==> config.mk <==
export PLATFORM = sky130hd
export DESIGN_NAME = mem_port_arbiter
export DESIGN_NICKNAME = d
export VERILOG_FILES = /design/src/rtl/mem_port_arbiter.sv
export SDC_FILE = /design/constraint.sdc
export NUM_CORES = 1
export LEC_CHECK = 0
export CAP_MARGIN = 20
export CORE_AREA = 2 2 110 112
export CTS_BUF_LIST = sky130_fd_sc_hd__clkbuf_2
export CTS_CLUSTER_SIZE = 24
export DETAILED_ROUTE_END_ITERATION = 8
export DIE_AREA = 0 0 112 114
export DONT_BUFFER_PORTS = 1
export PLACE_DENSITY_LB_ADDON = 0.2
export SETUP_SLACK_MARGIN = 0.3
export SYNTH_ARGS = -nofsm -noshare
export SYNTH_HDL_FRONTEND = slang
export SYNTH_SLANG_ARGS = --single-unit
export TNS_END_PERCENT = 30
==> constraint.sdc <==
create_clock -name clk -period 3.54 [get_ports clk]
set_input_delay 0.531 -clock clk [delete_from_list [all_inputs] [get_ports clk]]
set_output_delay 0.531 -clock clk [all_outputs]
set_load 0.03 [all_outputs]
==> src/rtl/mem_port_arbiter.sv <==
// Arbitrates an instruction-fetch read port and a load/store port onto one single-port memory.
// One grant per cycle; the load result is registered and returned one cycle after the grant.
module mem_port_arbiter #(
    parameter bit          PRIORITY_D = 1'b0,
    parameter int unsigned CNT_W      = 16
) (
    input  logic             clk,
    input  logic             rst_n,

    input  logic             if_req,
    input  logic [31:0]      if_addr,
    output logic             if_gnt,
    output logic             if_rvalid,
    output logic [31:0]      if_rdata,

    input  logic             d_req,
    input  logic [31:0]      d_addr,
    input  logic [31:0]      d_wdata,
    input  logic             d_sw,
    input  logic             d_sb,
    input  logic             d_lw,
    input  logic             d_lbu,
    output logic             d_gnt,
    output logic             d_rvalid,
    output logic [31:0]      d_rdata,

    output logic [31:0]      m_addr,
    output logic [31:0]      m_write_data,
    output logic             m_sw,
    output logic             m_sb,
    output logic             m_lw,
    output logic             m_lbu,
    input  logic [31:0]      m_read_data,

    output logic [CNT_W-1:0] conflict_cnt
);

    localparam int unsigned DW = 32;

    logic          rr_d_next;
    logic          both_req;
    logic          is_load;
    logic [DW-1:0] load_data;

    assign both_req = if_req & d_req;

    // Grants are suppressed during reset so nothing reaches the memory.
    always_comb begin : arbitrate
        if_gnt = 1'b0;
        d_gnt  = 1'b0;
        if (rst_n) begin
            if (both_req) begin
                if (PRIORITY_D || rr_d_next) begin
                    d_gnt = 1'b1;
                end else begin
                    if_gnt = 1'b1;
                end
            end else begin
                if_gnt = if_req;
                d_gnt  = d_req;
            end
        end
    end

    // Route the winner onto the memory; D strobes are reduced to one with sw > sb > lw > lbu.
    always_comb begin : mem_drive
        m_addr       = '0;
        m_write_data = '0;
        m_sw         = 1'b0;
        m_sb         = 1'b0;
        m_lw         = 1'b0;
        m_lbu        = 1'b0;
        if (if_gnt) begin
            m_addr = if_addr;
            m_lw   = 1'b1;
        end else if (d_gnt) begin
            m_addr       = d_addr;
            m_write_data = d_wdata;
            if (d_sw) begin
                m_sw = 1'b1;
            end else if (d_sb) begin
                m_sb = 1'b1;
            end else if (d_lw) begin
                m_lw = 1'b1;
            end else if (d_lbu) begin
                m_lbu = 1'b1;
            end
        end
    end

    assign is_load   = m_lw | m_lbu;
    assign load_data = is_load ? m_read_data : '0;

    // rr_d_next=0 means IF wins the next conflict.
    always_ff @(posedge clk) begin : rr_update
        if (!rst_n) begin
            rr_d_next <= 1'b0;
        end else if (if_gnt) begin
            rr_d_next <= 1'b1;
        end else if (d_gnt) begin
            rr_d_next <= 1'b0;
        end
    end

    always_ff @(posedge clk) begin : response
        if (!rst_n) begin
            if_rvalid <= 1'b0;
            if_rdata  <= '0;
            d_rvalid  <= 1'b0;
            d_rdata   <= '0;
        end else begin
            if_rvalid <= if_gnt;
            d_rvalid  <= d_gnt;
            if (if_gnt) begin
                if_rdata <= load_data;
            end
            if (d_gnt) begin
                d_rdata <= load_data;
            end
        end
    end

    always_ff @(posedge clk) begin : conflict_count
        if (!rst_n) begin
            conflict_cnt <= '0;
        end else if (both_req && (conflict_cnt != '1)) begin
            conflict_cnt <= conflict_cnt + CNT_W'(1);
        end
    end

endmodule

==> key figures, run 1 <==
Clock network
  • Clock root cell: clkbuf_2
  • CTS tree: yes
  • # H-tree levels: 3
  • Clock sink total: 83
  • Clock Latency Late Sink: about 0.53 ns
  • Setup repair bufs after CTS: 0
  • Clock-pin slew on the worst setup and hold paths: 0.26 ns
  • Post-cts hold buffer count: 0
  • Post-CTS Resized: 0
  • CTS Buf Count: 9
  • Clock tree buffer depth: 2

Logic synthesis
  • Post-synthesis async set-or-reset flop share: 0%
  • Number of synthesized flops with an enable pin: 0
  • Mapped Cells: a little over 400
  • Yosys top cell by area: dfxtp_1
  • Ys Warns: 0
  • Cell with the most instances after synthesis: dfxtp_1
  • Syn nets: 548
  • Register area share after synthesis: 45.7%
  • Post-synth top cells: dfxtp_1, nand2_1, a22o_1
  • Yosys cell types: 40
  • Synth top area share: 45.7%
  • Top cells by area, synth: dfxtp_1, a22o_1, nand2_1, and2_1, o21ai_0
  • Main synth FF type: dfxtp_1
  • Syn_area_per_cell: 8.84 um^2
  • Register bit total from synthesis: 83
  • Post-synthesis cell area: 3630 um^2

Place
  • Routability-driven placement congestion ratio: approximately 0.83
  • Number of I/O port buffers: 0
  • Dpl hpwl: 10300 um

Global routing
  • Initial antenna violation count: 3
  • Vias in the first global route: 2878
  • Pin count of the biggest net entering global routing: 56
  • First-pass GRT wire length: between 15000 and 20000 um
  • Total gr overflow: 0
  • Total GRT Usage: between 10% and 20%

Finish
  • Share of cells above drive strength 1: 7.58%
  • Synth-to-Final Area Change: 6.61%
  • Nets: 528

Timing
  • Max-slew violations: 0
  • FMAX: 0.327 GHz
  • Fin crit share: 86.4%
  • Tmin final: 3.06 ns
  • RSZ-0062 raised after global routing: false
  • Worst-Margin Slew: 0.721 ns
  • Slew headroom: 51.8%
  • Hold WS: 0.0801 ns
  • Final hold viol count: 0
  • Setup_tns: 0 ns
  • Final setup viols: 0
  • Worst clock skew: 0.0284 ns

Die
  • Die area: roughly 13000 um^2
  • Row count: 40
  • Starting Density: 31.0%
  • # IOs: 288
  • Core area: 11700 um^2
  • Die Ht: 114 um
  • Die span in x: between 100 and 150 um

Drt
  • Routed via count: 3060
  • DRC viols: 0
  • Wire per inst: around 24 um
  • Routed Antenna Nets: 0
  • Vias per cell: 5.59
  • Drt initial violations: 182
  • Pre-antenna DRT Iters: 4
  • Final wirelength: between 10000 and 15000 um

Flow run
  • Number of max-cap violations: 0

Power and ir drop
  • Total power: ~2.0 mW
  • Pwr/cell area: 511 nW/um^2
  • Seq pwr share: 55.4%
  • Leak: 1.44 nW
  • Logic pwr share: a little under an eighth
  • Fraction of power spent switching nets: 31.9%
  • Internal power: 1.35 mW
  • Maximum vdd drop: approximately 310 uV
  • NetSw: 632 uW
  • Clock share of power: 33.4%

Critical path
  • Worst Path Required: 3.01 ns
  • Critical path data arrival time: 2.53 ns
  • Crit end category: output pin
  • Startpoint types: flip-flop
  • Worst Setup Path Type: flip-flop to output pin
  • Max FO, Critical Path: 54

Status
  • Outcome: completed

Worst hold path
  • Hold WC Path Type: input port to flip-flop
## sequential cells by signal (all words and copies together), names as in the netlist
| signal | count |
|---|---|
| d_rdata | 32 |
| if_rdata | 32 |
| conflict_cnt | 16 |
| d_rvalid | 1 |
| if_rvalid | 1 |
| rr_d_next | 1 |
## critical path, stage by stage (launching register included)
cell and delay (ns):
dfxtp_1 0.41, inv_1 0.07, a211o_2 0.33, inv_2 0.54, buf_4 0.30, a22o_1 0.35
## path summary, 6_finish.rpt
path                   start            to  slack, ns  cells after the start
min reg2reg        rr_d_next     rr_d_next       0.57                      1
max                rr_d_next     m_addr[1]       0.48                      5
min          m_read_data[20]  if_rdata[20]       0.08                      2
max reg2reg        rr_d_next   d_rdata[25]       1.39                      6
## cells by family after synthesis
family,synth area share [%]
flip-flops,45.7
multiplexers,0.275
adder cells (fa/ha/maj),0.344
buffers and inverters,5.37
AO/OA/AOI/OAI,26.1
AND/OR/NAND/NOR,22.2
## power by group through the flow
stage | sequential, mW | clock (mW) | combinational, mW
2_1_floorplan | 1.10 | 0 | 0.202
3_3_place_gp | 1.12 | 0 | 0.220
3_5_place_dp | 1.12 | 0 | 0.225
4_1_cts | 1.10 | 0.693 | 0.226
5_1_grt | 1.10 | 0.724 | 0.239
6_report | 1.10 | 0.661 | 0.223
## stage by stage
step	utilization [%]	instances	cell area (um^2)	setup WS (ns)
2_1_floorplan	-	411	3630	1.24
3_3_place_gp	31.6	527	3700	0.790
3_5_place_dp	31.6	527	3700	0.717
4_1_cts	33.0	543	3860	0.424
5_1_grt	33.0	545	3870	0.311
6_report	33.1	547	3870	0.483
## layout by cell type (no fill, tap or decap), types with 4 or more instances in the layout
master,instances
a21oi_1,13
a22o_1,64
and2_1,34
and4_1,5
buf_4,6
clkbuf_2,9
dfxtp_1,83
diode_2,4
inv_1,5
nand2_1,70
nand3_1,5
nand4_1,5
o21ai_0,35
o31ai_1,10
or4_1,10
## per-layer routing
layer	GRT usage, %	up-vias	wire (um)	part of all wire [%]
met1	20.1	1444	4520	34
met3	8.45	13	1340	10
met2	34.2	154	6960	53
li1	-	1449	-	-
met4	7.32	0	341	2.6
met5	0	-	0	0
## final cells by class
| class | count | area (um^2) |
|---|---|---|
| antenna | 4 | 10.0 |
| clock buffer | 9 | 45.0 |
| inverter | 6 | 22.5 |
| clock inverter | 7 | 121 |
| timing repair buffer | 6 | 45.0 |
| fill | 1243 | 7840 |
| multi-input combinational | 285 | 1780 |
| sequential | 83 | 1660 |
| tap | 147 | 184 |
(Power assumes the default switching activity.)
==> run 2, diff against run 1 <==
CELL_PAD_IN_SITES_DETAIL_PLACEMENT = 2   (was default)
CELL_PAD_IN_SITES_GLOBAL_PLACEMENT = 2   (was default)
CORE_AREA = 2 2 113 115   (was 2 2 110 112)
DIE_AREA = 0 0 115 117   (was 0 0 112 114)
==> run 2 against run 1 <==
Net effect: utilization shrank 0.81 points; count of clock-buffer cells in the layout is the same; final cell count grew 3.3%; critical path depth is the same; first-iteration DRC count shrank 16%; combinational power grew 12%; global-route usage grew 1.4 points; via count grew 5.2%; sequential share of layout area shrank 1.1 points; critical path type unchanged; largest cell class unchanged.
==> key figures, run 2 (synthesis results as in run 1) <==
Place
  • Placed cell count: 529 (+0.38%)
  • Number of I/O port buffers: 0 (unchanged)
  • Dpl hpwl: 11500 um (+11%)
  • Worst slack, placed: 0.860 ns (+0.143 ns)
  • Routability-driven placement congestion ratio: 0.965 (+16%)

Timing
  • Setup_tns: 0 ns (unchanged)
  • Final hold viol count: 0 (unchanged)
  • Hold WS: 0.0552 ns (-0.0250 ns)
  • Final setup viols: 0 (unchanged)
  • Final WS setup: 0.634 ns (+0.151 ns)
  • RSZ-0062 raised after global routing: false
  • Worst clock skew: 0.0489 ns (+0.0205 ns)
  • Max-slew violations: 0 (unchanged)
  • FMAX: 0.344 GHz (+5.2%)
  • Slew headroom: 53.8% (+2.0 points)
  • Fin crit share: 82.1% (-4.3 points)
  • Worst-Margin Slew: 0.692 ns (-0.0291 ns)
  • Tmin final: 2.91 ns (-0.151 ns)

Clock network
  • Clock tree buffer depth: 2 (unchanged)
  • Clock root cell: clkbuf_2
  • Post-CTS Resized: 0 (unchanged)
  • Clock-pin slew on the worst setup and hold paths: 0.28 ns (+0.02 ns)
  • CTS tree: yes
  • # H-tree levels: 3 (unchanged)
  • CTS Buf Count: 9 (unchanged)
  • Clock Latency Late Sink: 0.57 ns (+0.04 ns)
  • Setup repair bufs after CTS: 0 (unchanged)
  • Clock sink total: 83 (unchanged)

Global routing
  • Vias in the first global route: 3203 (+11%)
  • Pin count of the biggest net entering global routing: 71 (+27%)
  • Grt peak-use layer: met2
  • Total GRT Usage: 20.6% (+1.4 points)
  • GR Layer Usage met3: 5.72% (-2.7 points)
  • GRT met1 Usage: 22.6% (+2.5 points)
  • Met2 GRT Util: 37.6% (+3.4 points)
  • Initial antenna violation count: 2 (-1)
  • First-pass GRT wire length: 20400 um (+10%)
  • Total gr overflow: 0 (unchanged)

Drt
  • Vias per cell: 5.70 (+1.8%)
  • Routed via count: 3219 (+5.2%)
  • Pre-antenna DRT Iters: 4 (unchanged)
  • Wire per inst: 26.5 um (+10%)
  • Drt initial violations: 152 (-16%)
  • Final wirelength: 15000 um (+14%)
  • DRC viols: 0 (unchanged)
  • Routed Antenna Nets: 0 (unchanged)

Power and ir drop
  • Pwr/cell area: 457 nW/um^2 (-11%)
  • Maximum vdd drop: 147 uV (-53%)
  • Leak: 1.48 nW (+2.3%)

Finish
  • Synth-to-Final Area Change: 9.33%
  • Most common cell after layout, fill and taps aside: dfxtp_1
  • Share of cells above drive strength 1: 6.81% (-0.76 points)
  • Nets: 543 (+2.8%)
  • Fillers: 1394 (+12%)
  • Non-Filler Instances: 565 (+3.3%)
  • Largest registers: d_rdata x32, if_rdata x32, conflict_cnt x16
  • Commonest non-fill, non-tap cells in the layout: dfxtp_1, nand2_1, a22o_1

Worst hold path
  • Hold WC Path Type: input port to flip-flop

Die
  • Die span in x: 115 um (+2.7%)
  • Core area: 12300 um^2 (+5.1%)
  • # IOs: 288 (unchanged)
  • Die Ht: 117 um (+2.6%)
  • Row count: 41 (+2.5%)
  • Starting Density: 29.5% (-1.5 points)
  • Die area: 13500 um^2 (+5.4%)

Critical path
  • Buf/Inv on CP: 3 (unchanged)
  • Crit end category: output pin
  • Worst Setup Path Type: flip-flop to output pin
  • Startpoint types: flip-flop
  • Slowest CP cell: a22o_1
  • Cell breakdown of the critical path: inv_1 -> a211o_2 -> inv_2 -> buf_12 -> a22o_1
  • Worst Path Required: 3.01 ns (about the same)
  • Max FO, Critical Path: 53 (-1.9%)
  • Crit-path max cell delay: 0.46 ns (-0.08 ns)
  • Critical path data arrival time: 2.37 ns (-0.16 ns)
  • Delay-heaviest family, CP: compound AO/OA/AOI/OAI gates

Status
  • Outcome: completed

Flow run
  • Number of max-cap violations: 0 (unchanged)
-- run 2: power breakdown --
part,internal (mW),total [mW],switching (mW)
clock network,0.100,0.467,0.367
registers,0.980,1.10,0.118
logic,0.0704,0.249,0.179
total,1.15,1.81,0.664
-- run 2: area by class of cell --
cell class                 instances  area [um^2]  area share (%)
clock inverter                     7         51.3            1.29
clock buffer                       9         45.0            1.13
antenna                            4         10.0           0.252
sequential                        83         1660            41.8
multi-input combinational        285         1780            44.9
inverter                           6         22.5           0.567
timing repair buffer              21          210            5.29
tap                              150          188            4.72
-- run 2: routing by layer --
layer  up-vias  share of wire, %
li1       1478                 -
met1      1584                37
met2       136                54
met3        21               6.6
met4         0               2.9
met5         -                 0
-- run 2: final timing paths --
check                                startpoint  cells past startpoint                to  slack (ns)
worst max register to register  conflict_cnt[0]                      5  conflict_cnt[10]        1.46
worst min register to register        rr_d_next                      1         rr_d_next        0.56
worst max-delay path                  rr_d_next                      5         m_addr[1]        0.63
worst min-delay path             m_read_data[0]                      2       if_rdata[0]        0.06
-- run 2: what timing repair did --
item,in CTS,in global routing
hold buffers,6,10
setup endpoints to repair,0,0
hold endpoints to repair,6,10
-- run 2: per-stage QoR --
step                      total power, mW  cell area (um^2)  util, %
final                                1.81              3970     32.3
after global routing                 1.91              3970     32.2
after floorplan                      1.30              3630        -
after CTS                            1.84              3860     31.4
after global placement               1.35              3710     30.1
after detailed placement             1.36              3710     30.1
